$ cat config.mk
export PLATFORM = sky130hd
export DESIGN_NAME = dsp_mac_pipe_flat
export DESIGN_NICKNAME = d
export VERILOG_FILES = /design/src/rtl/dsp_mac_pipe_if.sv /design/src/rtl/dsp_mac_pipe.sv /design/src/flat_wrapper.sv
export SDC_FILE = /design/constraint.sdc
export NUM_CORES = 2
export LEC_CHECK = 0
export BUFFER_PORTS_ARGS = -buffer_cell sky130_fd_sc_hd__buf_2
export CORE_ASPECT_RATIO = 0.6
export CORE_MARGIN = 4
export CORE_UTILIZATION = 55
export CTS_CLUSTER_DIAMETER = 100
export DETAILED_ROUTE_END_ITERATION = 6
export PLACE_DENSITY = 0.84
export SKIP_CTS_REPAIR_TIMING = 1
export SYNTH_ARGS = -nofsm -noshare
export SYNTH_HDL_FRONTEND = slang
export SYNTH_SLANG_ARGS = --single-unit
$ cat constraint.sdc
create_clock -name clk -period 15.1 [get_ports clk]
set_input_delay 1.51 -clock clk [delete_from_list [all_inputs] [get_ports clk]]
set_output_delay 1.51 -clock clk [all_outputs]
set_load 0.01 [all_outputs]
$ cat src/rtl/dsp_mac_pipe_if.sv
// dsp_mac_pipe_if: sample/result handshake bundle for the dsp_mac_pipe slice.
// The master modport drives samples and consumes results; the slave modport is the slice.
interface dsp_mac_pipe_if #(
    parameter int unsigned A_WIDTH = 18,
    parameter int unsigned B_WIDTH = 18,
    parameter int unsigned C_WIDTH = 48,
    parameter int unsigned P_WIDTH = 48
);
    logic                       in_valid;
    logic                       in_ready;
    logic [A_WIDTH-1:0]         a;
    logic [B_WIDTH-1:0]         b;
    logic [B_WIDTH-1:0]         d;
    logic [C_WIDTH-1:0]         c;
    logic [5:0]                 opmode;
    logic                       in_last;
    logic [P_WIDTH-1:0]         pcin;
    logic                       out_valid;
    logic                       out_ready;
    logic [P_WIDTH-1:0]         p;
    logic [P_WIDTH-1:0]         pcout;
    logic [A_WIDTH+B_WIDTH-1:0] m;
    logic                       carryout;
    logic                       out_last;
    logic                       ovf;

    modport master (
        output in_valid, a, b, d, c, opmode, in_last, pcin, out_ready,
        input  in_ready, out_valid, p, pcout, m, carryout, out_last, ovf
    );

    modport slave (
        input  in_valid, a, b, d, c, opmode, in_last, pcin, out_ready,
        output in_ready, out_valid, p, pcout, m, carryout, out_last, ovf
    );
endinterface

$ cat src/rtl/dsp_mac_pipe.sv
// dsp_mac_pipe: 4-stage signed pre-add/multiply/post-add/accumulate slice with valid/ready flow control.
// Define DSP_MAC_SAT_EN to saturate P on signed overflow and report it on ovf; otherwise P wraps.
module dsp_mac_pipe #(
    parameter int unsigned A_WIDTH = 18,
    parameter int unsigned B_WIDTH = 18,
    parameter int unsigned C_WIDTH = 48,
    parameter int unsigned P_WIDTH = 48
) (
    input  logic          clk,
    input  logic          rst,
    dsp_mac_pipe_if.slave s_if
);
    localparam int unsigned M_WIDTH = A_WIDTH + B_WIDTH;
    localparam int unsigned U_WIDTH = P_WIDTH + 1;

    localparam logic [1:0] ZSEL_ZERO = 2'd0;
    localparam logic [1:0] ZSEL_PCIN = 2'd1;
    localparam logic [1:0] ZSEL_ACC  = 2'd2;
    localparam logic [1:0] ZSEL_C    = 2'd3;

    logic                        w_en;
    logic                        r_s1_valid, r_s2_valid, r_s3_valid, r_s4_valid;
    logic signed [A_WIDTH-1:0]   r_s1_a, r_s2_a;
    logic signed [B_WIDTH-1:0]   r_s1_b, r_s1_d, r_s2_pre, w_pre;
    logic signed [C_WIDTH-1:0]   r_s1_c, r_s2_c, r_s3_c;
    logic [5:0]                  r_s1_op;
    logic [3:0]                  r_s2_op, r_s3_op;   // {carry_in, post_sub, zsel}
    logic                        r_s1_last, r_s2_last, r_s3_last, r_s4_last;
    logic signed [M_WIDTH-1:0]   r_m, w_mult;
    logic signed [P_WIDTH-1:0]   w_x, w_z, w_c_ext, w_pwrap;
    logic [U_WIDTH-1:0]          w_usum;
    logic [P_WIDTH-1:0]          r_p, w_pnext;
    logic                        r_carry, r_ovf, w_ovf, r_restart;

    // One global enable: everything advances unless a result is stuck at the output.
    assign w_en          = !r_s4_valid || s_if.out_ready;
    assign s_if.in_ready = w_en;

    always_ff @(posedge clk) begin
        if (rst) begin
            r_s1_valid <= 1'b0;
            r_s1_a     <= '0;
            r_s1_b     <= '0;
            r_s1_d     <= '0;
            r_s1_c     <= '0;
            r_s1_op    <= '0;
            r_s1_last  <= 1'b0;
        end else if (w_en) begin
            r_s1_valid <= s_if.in_valid;
            if (s_if.in_valid) begin
                r_s1_a    <= s_if.a;
                r_s1_b    <= s_if.b;
                r_s1_d    <= s_if.d;
                r_s1_c    <= s_if.c;
                r_s1_op   <= s_if.opmode;
                r_s1_last <= s_if.in_last;
            end
        end
    end

    always_comb begin
        w_pre = r_s1_b;
        if (r_s1_op[0])
            w_pre = r_s1_op[1] ? (r_s1_d - r_s1_b) : (r_s1_d + r_s1_b);
    end

    always_ff @(posedge clk) begin
        if (rst) begin
            r_s2_valid <= 1'b0;
            r_s2_a     <= '0;
            r_s2_pre   <= '0;
            r_s2_c     <= '0;
            r_s2_op    <= '0;
            r_s2_last  <= 1'b0;
        end else if (w_en) begin
            r_s2_valid <= r_s1_valid;
            if (r_s1_valid) begin
                r_s2_a    <= r_s1_a;
                r_s2_pre  <= w_pre;
                r_s2_c    <= r_s1_c;
                r_s2_op   <= r_s1_op[5:2];
                r_s2_last <= r_s1_last;
            end
        end
    end

    assign w_mult = M_WIDTH'(r_s2_a) * M_WIDTH'(r_s2_pre);

    always_ff @(posedge clk) begin
        if (rst) begin
            r_s3_valid <= 1'b0;
            r_m        <= '0;
            r_s3_c     <= '0;
            r_s3_op    <= '0;
            r_s3_last  <= 1'b0;
        end else if (w_en) begin
            r_s3_valid <= r_s2_valid;
            if (r_s2_valid) begin
                r_m       <= w_mult;
                r_s3_c    <= r_s2_c;
                r_s3_op   <= r_s2_op;
                r_s3_last <= r_s2_last;
            end
        end
    end

    assign w_x     = P_WIDTH'(r_m);
    assign w_c_ext = P_WIDTH'(r_s3_c);

    always_comb begin
        w_z = '0;
        case (r_s3_op[1:0])
            ZSEL_ZERO: w_z = '0;
            ZSEL_PCIN: w_z = s_if.pcin;
            ZSEL_ACC:  w_z = r_restart ? '0 : r_p;
            ZSEL_C:    w_z = w_c_ext;
            default:   w_z = '0;
        endcase
    end

    // Carry/borrow comes from the unsigned (P+1)-bit view of the post-adder.
    always_comb begin
        if (r_s3_op[2])
            w_usum = {1'b0, w_z} - {1'b0, w_x} - U_WIDTH'(r_s3_op[3]);
        else
            w_usum = {1'b0, w_z} + {1'b0, w_x} + U_WIDTH'(r_s3_op[3]);
    end

    assign w_pwrap = w_usum[P_WIDTH-1:0];

`ifdef DSP_MAC_SAT_EN
    localparam int unsigned S_WIDTH = P_WIDTH + 2;

    logic [S_WIDTH-1:0] w_ssum;

    // Exact signed sum; overflow whenever it differs from the wrapped P value.
    always_comb begin
        if (r_s3_op[2])
            w_ssum = S_WIDTH'(w_z) - S_WIDTH'(w_x) - S_WIDTH'(r_s3_op[3]);
        else
            w_ssum = S_WIDTH'(w_z) + S_WIDTH'(w_x) + S_WIDTH'(r_s3_op[3]);
    end

    always_comb begin
        w_ovf   = (w_ssum != S_WIDTH'(w_pwrap));
        w_pnext = w_pwrap;
        if (w_ovf)
            w_pnext = w_ssum[S_WIDTH-1] ? {1'b1, {(P_WIDTH-1){1'b0}}}
                                        : {1'b0, {(P_WIDTH-1){1'b1}}};
    end
`else
    assign w_ovf   = 1'b0;
    assign w_pnext = w_pwrap;
`endif

    always_ff @(posedge clk) begin
        if (rst) begin
            r_s4_valid <= 1'b0;
            r_p        <= '0;
            r_carry    <= 1'b0;
            r_s4_last  <= 1'b0;
            r_ovf      <= 1'b0;
            r_restart  <= 1'b1;
        end else if (w_en) begin
            r_s4_valid <= r_s3_valid;
            if (r_s3_valid) begin
                r_p       <= w_pnext;
                r_carry   <= w_usum[P_WIDTH];
                r_s4_last <= r_s3_last;
                r_ovf     <= w_ovf;
                r_restart <= r_s3_last;
            end
        end
    end

    assign s_if.out_valid = r_s4_valid;
    assign s_if.p         = r_p;
    assign s_if.pcout     = r_p;
    assign s_if.m         = r_m;
    assign s_if.carryout  = r_carry;
    assign s_if.out_last  = r_s4_last;
    assign s_if.ovf       = r_ovf;
endmodule

$ cat src/flat_wrapper.sv
// flat-port wrapper written by rule: the top's interface ports become plain ports
module dsp_mac_pipe_flat 
#(
    parameter int unsigned A_WIDTH = 18,
    parameter int unsigned B_WIDTH = 18,
    parameter int unsigned C_WIDTH = 48,
    parameter int unsigned P_WIDTH = 48
)
  (clk, rst, s_if_in_valid, s_if_a, s_if_b, s_if_d, s_if_c, s_if_opmode, s_if_in_last, s_if_pcin, s_if_out_ready, s_if_in_ready, s_if_out_valid, s_if_p, s_if_pcout, s_if_m, s_if_carryout, s_if_out_last, s_if_ovf);
  dsp_mac_pipe_if #(.A_WIDTH(A_WIDTH), .B_WIDTH(B_WIDTH), .C_WIDTH(C_WIDTH), .P_WIDTH(P_WIDTH)) s_if_i ();
  input  logic clk;
  input  logic rst;
  input wire logic [$bits(s_if_i.in_valid)-1:0] s_if_in_valid;
  input wire logic [$bits(s_if_i.a)-1:0] s_if_a;
  input wire logic [$bits(s_if_i.b)-1:0] s_if_b;
  input wire logic [$bits(s_if_i.d)-1:0] s_if_d;
  input wire logic [$bits(s_if_i.c)-1:0] s_if_c;
  input wire logic [$bits(s_if_i.opmode)-1:0] s_if_opmode;
  input wire logic [$bits(s_if_i.in_last)-1:0] s_if_in_last;
  input wire logic [$bits(s_if_i.pcin)-1:0] s_if_pcin;
  input wire logic [$bits(s_if_i.out_ready)-1:0] s_if_out_ready;
  output wire logic [$bits(s_if_i.in_ready)-1:0] s_if_in_ready;
  output wire logic [$bits(s_if_i.out_valid)-1:0] s_if_out_valid;
  output wire logic [$bits(s_if_i.p)-1:0] s_if_p;
  output wire logic [$bits(s_if_i.pcout)-1:0] s_if_pcout;
  output wire logic [$bits(s_if_i.m)-1:0] s_if_m;
  output wire logic [$bits(s_if_i.carryout)-1:0] s_if_carryout;
  output wire logic [$bits(s_if_i.out_last)-1:0] s_if_out_last;
  output wire logic [$bits(s_if_i.ovf)-1:0] s_if_ovf;
  assign s_if_i.in_valid = s_if_in_valid;
  assign s_if_i.a = s_if_a;
  assign s_if_i.b = s_if_b;
  assign s_if_i.d = s_if_d;
  assign s_if_i.c = s_if_c;
  assign s_if_i.opmode = s_if_opmode;
  assign s_if_i.in_last = s_if_in_last;
  assign s_if_i.pcin = s_if_pcin;
  assign s_if_i.out_ready = s_if_out_ready;
  assign s_if_in_ready = s_if_i.in_ready;
  assign s_if_out_valid = s_if_i.out_valid;
  assign s_if_p = s_if_i.p;
  assign s_if_pcout = s_if_i.pcout;
  assign s_if_m = s_if_i.m;
  assign s_if_carryout = s_if_i.carryout;
  assign s_if_out_last = s_if_i.out_last;
  assign s_if_ovf = s_if_i.ovf;
  dsp_mac_pipe #(.A_WIDTH(A_WIDTH), .B_WIDTH(B_WIDTH), .C_WIDTH(C_WIDTH), .P_WIDTH(P_WIDTH)) u_core (.clk(clk), .rst(rst), .s_if(s_if_i));
endmodule
* Word level (Yosys, flattened, before mapping)
Cells that the tools add are included.
** Word-level totals
- Output and inout bits :: 137
- Logic and storage cells :: 45
- Register bits :: 342
** Operators by class
- Eq/ne operators :: 3
- Reduce and logical (&&, ||, !) cells :: 7
- Multiply operators :: 1
- Add/subtract/negate cells :: 6
- Mux-type cells :: 5
** Operators with widths (number)
- one-hot mux 48 bit (4 select lines) :: 1
- adder 48 x 48 -> 49 bit :: 1
- adder 49 x 1 -> 49 bit :: 1
- 2-to-1 mux 49 bit :: 1
- subtractor 48 x 48 -> 49 bit :: 1
- subtractor 49 x 1 -> 49 bit :: 1
- 2-to-1 mux 48 bit :: 1
- multiplier 18 x 18 -> 36 bit :: 1
- 2-to-1 mux 18 bit :: 2
- adder 18 bit :: 1
- subtractor 18 bit :: 1
- AND reduction 2 bit :: 4
- equality test 2 bit (second input constant) :: 2
- equality test 2 x 1 -> 1 bit (second input constant) :: 1
- zero test 2 bit :: 1
- zero test 1 bit :: 1
- logical OR 1 bit :: 1

* Depth between registers and ports, before layout
- Depth after elaboration :: 5
- Depth in mapped cells :: 28

* Worst setup path before layout
Ideal clock, no wire load.
- Path kind :: reg2reg
- Start :: reg u_core.r_s2_a[17]
- End :: reg u_core.r_m[35] (netlist: u_core.s_if.m[35])
- Buffers on the path :: 3
- Stages on the path, launching flop included :: 29
- Arrival :: 6.798 ns
- Period minus slack after synthesis :: 6.930 ns
- Data required time :: 14.968 ns
- Slack :: 8.170 ns
- Path through :: dfxtp_1 > clkbuf_1 > clkbuf_1 > nand2_1 > inv_1 > fa_1 > inv_1 > fa_1 > inv_1 > ha_1 > inv_1 > fa_1 > inv_1 > fa_1 > inv_1 > fa_1 > inv_1 > ha_1 > clkbuf_1 > and3_1 > and4_1 > a221o_1 > a2111oi_0 > a31oi_1 > a21o_1 > a21o_1 > a21oi_1 > mux2i_1 > a21oi_1
** On the way
- Longest elaborated chain between the ends :: 1
** Ends and longest elaborated chain
- start: declaration :: line dsp_mac_pipe.sv:23 : logic signed [A_WIDTH-1:0] r_s1_a, r_s2_a;
- start signal: assignment :: line dsp_mac_pipe.sv:78 : r_s2_a <= r_s1_a;
- multiplier 18 x 18 -> 36 bit :: line dsp_mac_pipe.sv:87 : assign w_mult = M_WIDTH'(r_s2_a) * M_WIDTH'(r_s2_pre);
- end signal: assignment :: line dsp_mac_pipe.sv:99 : r_m <= w_mult;
- end: declaration :: line dsp_mac_pipe.sv:29 : logic signed [M_WIDTH-1:0] r_m, w_mult;
No other way between the ends.
A chain may end at the register's enable or synchronous reset.

* Final worst setup path
Ends and elaborated chain as after synthesis.

==> out/summary.txt <==
Post-synthesis sequential area ratio = 0.206
Inst Count DP = 4970
CTS Buf Count = 36
Final Non-Filler Cells = 5041
CP peak stage delay = 0.75 ns
Crit. Startpoint = u_core.r_s2_a[17]
CTS tree = yes
Total number of vias = 29.5k
Max Fanout on Critical Path = 19
CP Capture Type = flop
First-pass GRT wire length = 163 mm
Top cell type's share of synthesized area = 0.206
Crit path kind = reg2reg
Port Buf Inserts = 296
Clock skew = 0.0454 ns
Top delay family on crit path = adder cells
Final setup viols = 0
Final wirelength = 105 mm
Switching Share = 0.329
Layout cells sized above 1 = 0.109
Initial antenna violation count = 5
Later-pin clock latency in the skew report = 0.61 ns
Count of warnings emitted by yosys = 0
P&R area growth vs syn = 8.33%
Worst rel slew slack = 0.299
P_int = 1.71 mW
Critical Path AT = 8.05 ns
FILL cells = 5311
Tcrit/Tclk final = 0.503
Power share of the clock group = 0.389
Synth area leader = dfxtp_1
Via-to-Cell Ratio = 5.86
Synth top area cells = dfxtp_1 (21%), fa_1 (20%), ha_1 (9.4%)
Die X-Extent = 325 um
Finished Cell Area = 35900 um^2
TritonCTS Sinks = 342
Worst Tran Pin Value = 1.05 ns
Mapped cell area = 33200 um^2
Num rows = 69
Comb power frac = 0.226
CTS Root Buffer Type = clkbuf_16
FF+latch count, synth = 342
Core footprint = 59400 um^2
RSZ-0062 raised after global routing = no
Setup_tns = 0 ns
Maximum buffer depth of the clock tree = 3
Post-Syn Instances = 4147
CP startpoint kind = flop
Worst setup margin = 7.51 ns
Layout Utilization = 0.605
Syn Nets = 4892
Netlist cell types = 88
Wire length per cell = 20.8 um
H-tree depth = 2
Sw Pwr = 0.838 mW
Async set-reset flop share out of synthesis = 0
Area occupied by multi-input gates = 23100 um^2
Slowest-stage cell, CP = dfxtp_1
Worst hold path startpoint = u_core.r_s1_c[42]
Grt total ovfl = 0
EDFF count, synth = 0
Die Area = 64400 um^2
Most common flop cell mapped by yosys = dfxtp_1
Drt drc = 0
Leading cell type in the layout, fill and taps excluded = nand2_1
P per Cell Area = 71.0 nW/um^2
Placement Cell Area = 34600 um^2
Max Clock Freq = 132 MHz
Pre-CTS setup slack = 7.57 ns
Sequential cell area = 6850 um^2
Top cell by count, worst path = inv_1
Max_cap viols = 0
P_leak = 17.2 nW
Worst endpoint required time = 15.56 ns
Detail Route Antenna Nets = 0
Synthesized area per cell = 8.00 um^2
Largest net degree at the start of global routing = 109
Buffer and inverter count on the worst path = 7
Die Span Y = 198 um
Hold violation count in the final report = 0
Pins Over Slew Limit = 0
Initial Util = 0.558
First DRT Iteration DRCs = 3387
Worst VDD drop = 99.3 uV
Top Ports = 298
Vias in the first global route = 28.0k
Drt pass-1 iters = 6
Class of the worst hold path = reg2reg
Commonest non-fill, non-tap cells in the layout = nand2_1 (781), inv_1 (539), a21oi_1 (446)
Reg-to-reg startpoint = u_core.r_s2_a[17]
Placer Congestion = 1.04
Status = completed
Sequential Power Share = 0.385
Nets = 4972
Reg clk slew, reported paths = 0.07 ns
HPWL after detailed placement = 81.6 mm
Min Tclk post-route = 7.59 ns
Gr usage total = 0.322
[flip-flops by register name (all words and copies together), names as in the netlist, 4 cells and up]
register,cells
u_core.r_s1_d,18
u_core.r_s2_c,48
u_core.r_s2_op,4
u_core.r_s3_c,48
u_core.s_if.p,48
u_core.r_s3_op,4
u_core.r_s1_a,18
u_core.r_s2_pre,18
u_core.r_s1_c,48
u_core.r_s2_a,18
u_core.r_s1_b,18
u_core.r_s1_op,6
u_core.s_if.m,36
[cell usage after synthesis (5+ instances only)]
| cell type | n |
|---|---|
| nor3b_1 | 6 |
| or2_2 | 6 |
| or3_1 | 14 |
| o41ai_1 | 7 |
| a22o_1 | 5 |
| a21o_1 | 53 |
| mux2_2 | 49 |
| a311oi_1 | 5 |
| a21oi_1 | 446 |
| o21a_1 | 18 |
| nor4_1 | 11 |
| clkbuf_1 | 210 |
| ha_1 | 250 |
| a41oi_1 | 5 |
| o21bai_1 | 23 |
| a21boi_0 | 8 |
| nand2b_1 | 22 |
| buf_1 | 16 |
| a211oi_1 | 31 |
| nand2_1 | 784 |
| nor3_1 | 33 |
| a211o_1 | 6 |
| o221ai_1 | 5 |
| a221oi_1 | 7 |
| o21ai_1 | 8 |
| xnor2_1 | 108 |
| buf_4 | 49 |
| o21ai_0 | 84 |
| nor2_1 | 161 |
| fa_1 | 334 |
| mux2i_1 | 25 |
| and3_1 | 10 |
| o211ai_1 | 24 |
| and2_1 | 172 |
| a31oi_1 | 14 |
| o31ai_1 | 12 |
| dfxtp_1 | 342 |
| xor2_1 | 30 |
| inv_1 | 539 |
| nor2b_1 | 20 |
| a22oi_1 | 53 |
| nand4_1 | 21 |
| nand3_1 | 40 |
[stage by stage]
step                      hold slack, ns  power [mW]
after floorplan                    0.432        1.38
after global placement             0.438        1.54
after detailed placement           0.443        1.55
after CTS                          0.440        2.54
after global routing               0.466        2.66
final                              0.446        2.55
[worst reg2reg max path, delay by kind of cell, from the launching register on]
kind | cells | cell delay [ns]
compound gates | 7 | 1.61
fa+ha+maj | 7 | 3.30
buf+inv | 7 | 0.92
flops | 1 | 0.75
mux | 1 | 0.20
simple gates | 3 | 0.71
[final timing paths]
check                            to  slack, ns  depth (start not counted)
hold / removal    u_core.r_s2_c[42]       0.45                          2
hold reg to reg   u_core.r_s2_c[42]       0.45                          2
setup reg to reg  u_core.s_if.m[35]       7.51                         25
setup / recovery  u_core.s_if.m[35]       7.51                         25
[cells by family after synthesis]
logic type | after synthesis | share of synthesized area
other | 1 | 0.000113
flip-flops | 342 | 0.206
AO/OA/AOI/OAI | 867 | 0.161
buffers and inverters | 817 | 0.0980
multiplexers | 74 | 0.0242
AND/OR/NAND/NOR | 1324 | 0.178
adder cells (fa/ha/maj) | 584 | 0.296
XOR/XNOR | 138 | 0.0364
[layout make-up]
class	instances	area share
clock buffer	43	0.0269
clock inverter	23	0.00933
multi-input combinational	2988	0.643
antenna	5	0.000348
inverter	541	0.0565
tap	781	0.0272
timing repair buffer	318	0.0461
sequential	342	0.191
[power by group through the flow]
stage	combinational [mW]	sequential, mW	clock [mW]
after global placement	0.545	0.998	0
final	0.576	0.983	0.992
after CTS	0.558	0.980	1.00
after detailed placement	0.553	1.00	0
after global routing	0.633	0.986	1.04
after floorplan	0.415	0.968	0
[routing by layer]
layer  GRT usage  share of wire
met1       0.492           0.45
met5           0        0.00027
met4      0.0709          0.023
met2       0.434           0.39
met3       0.109           0.14
Note: power is estimated with default switching activity, not from simulation.
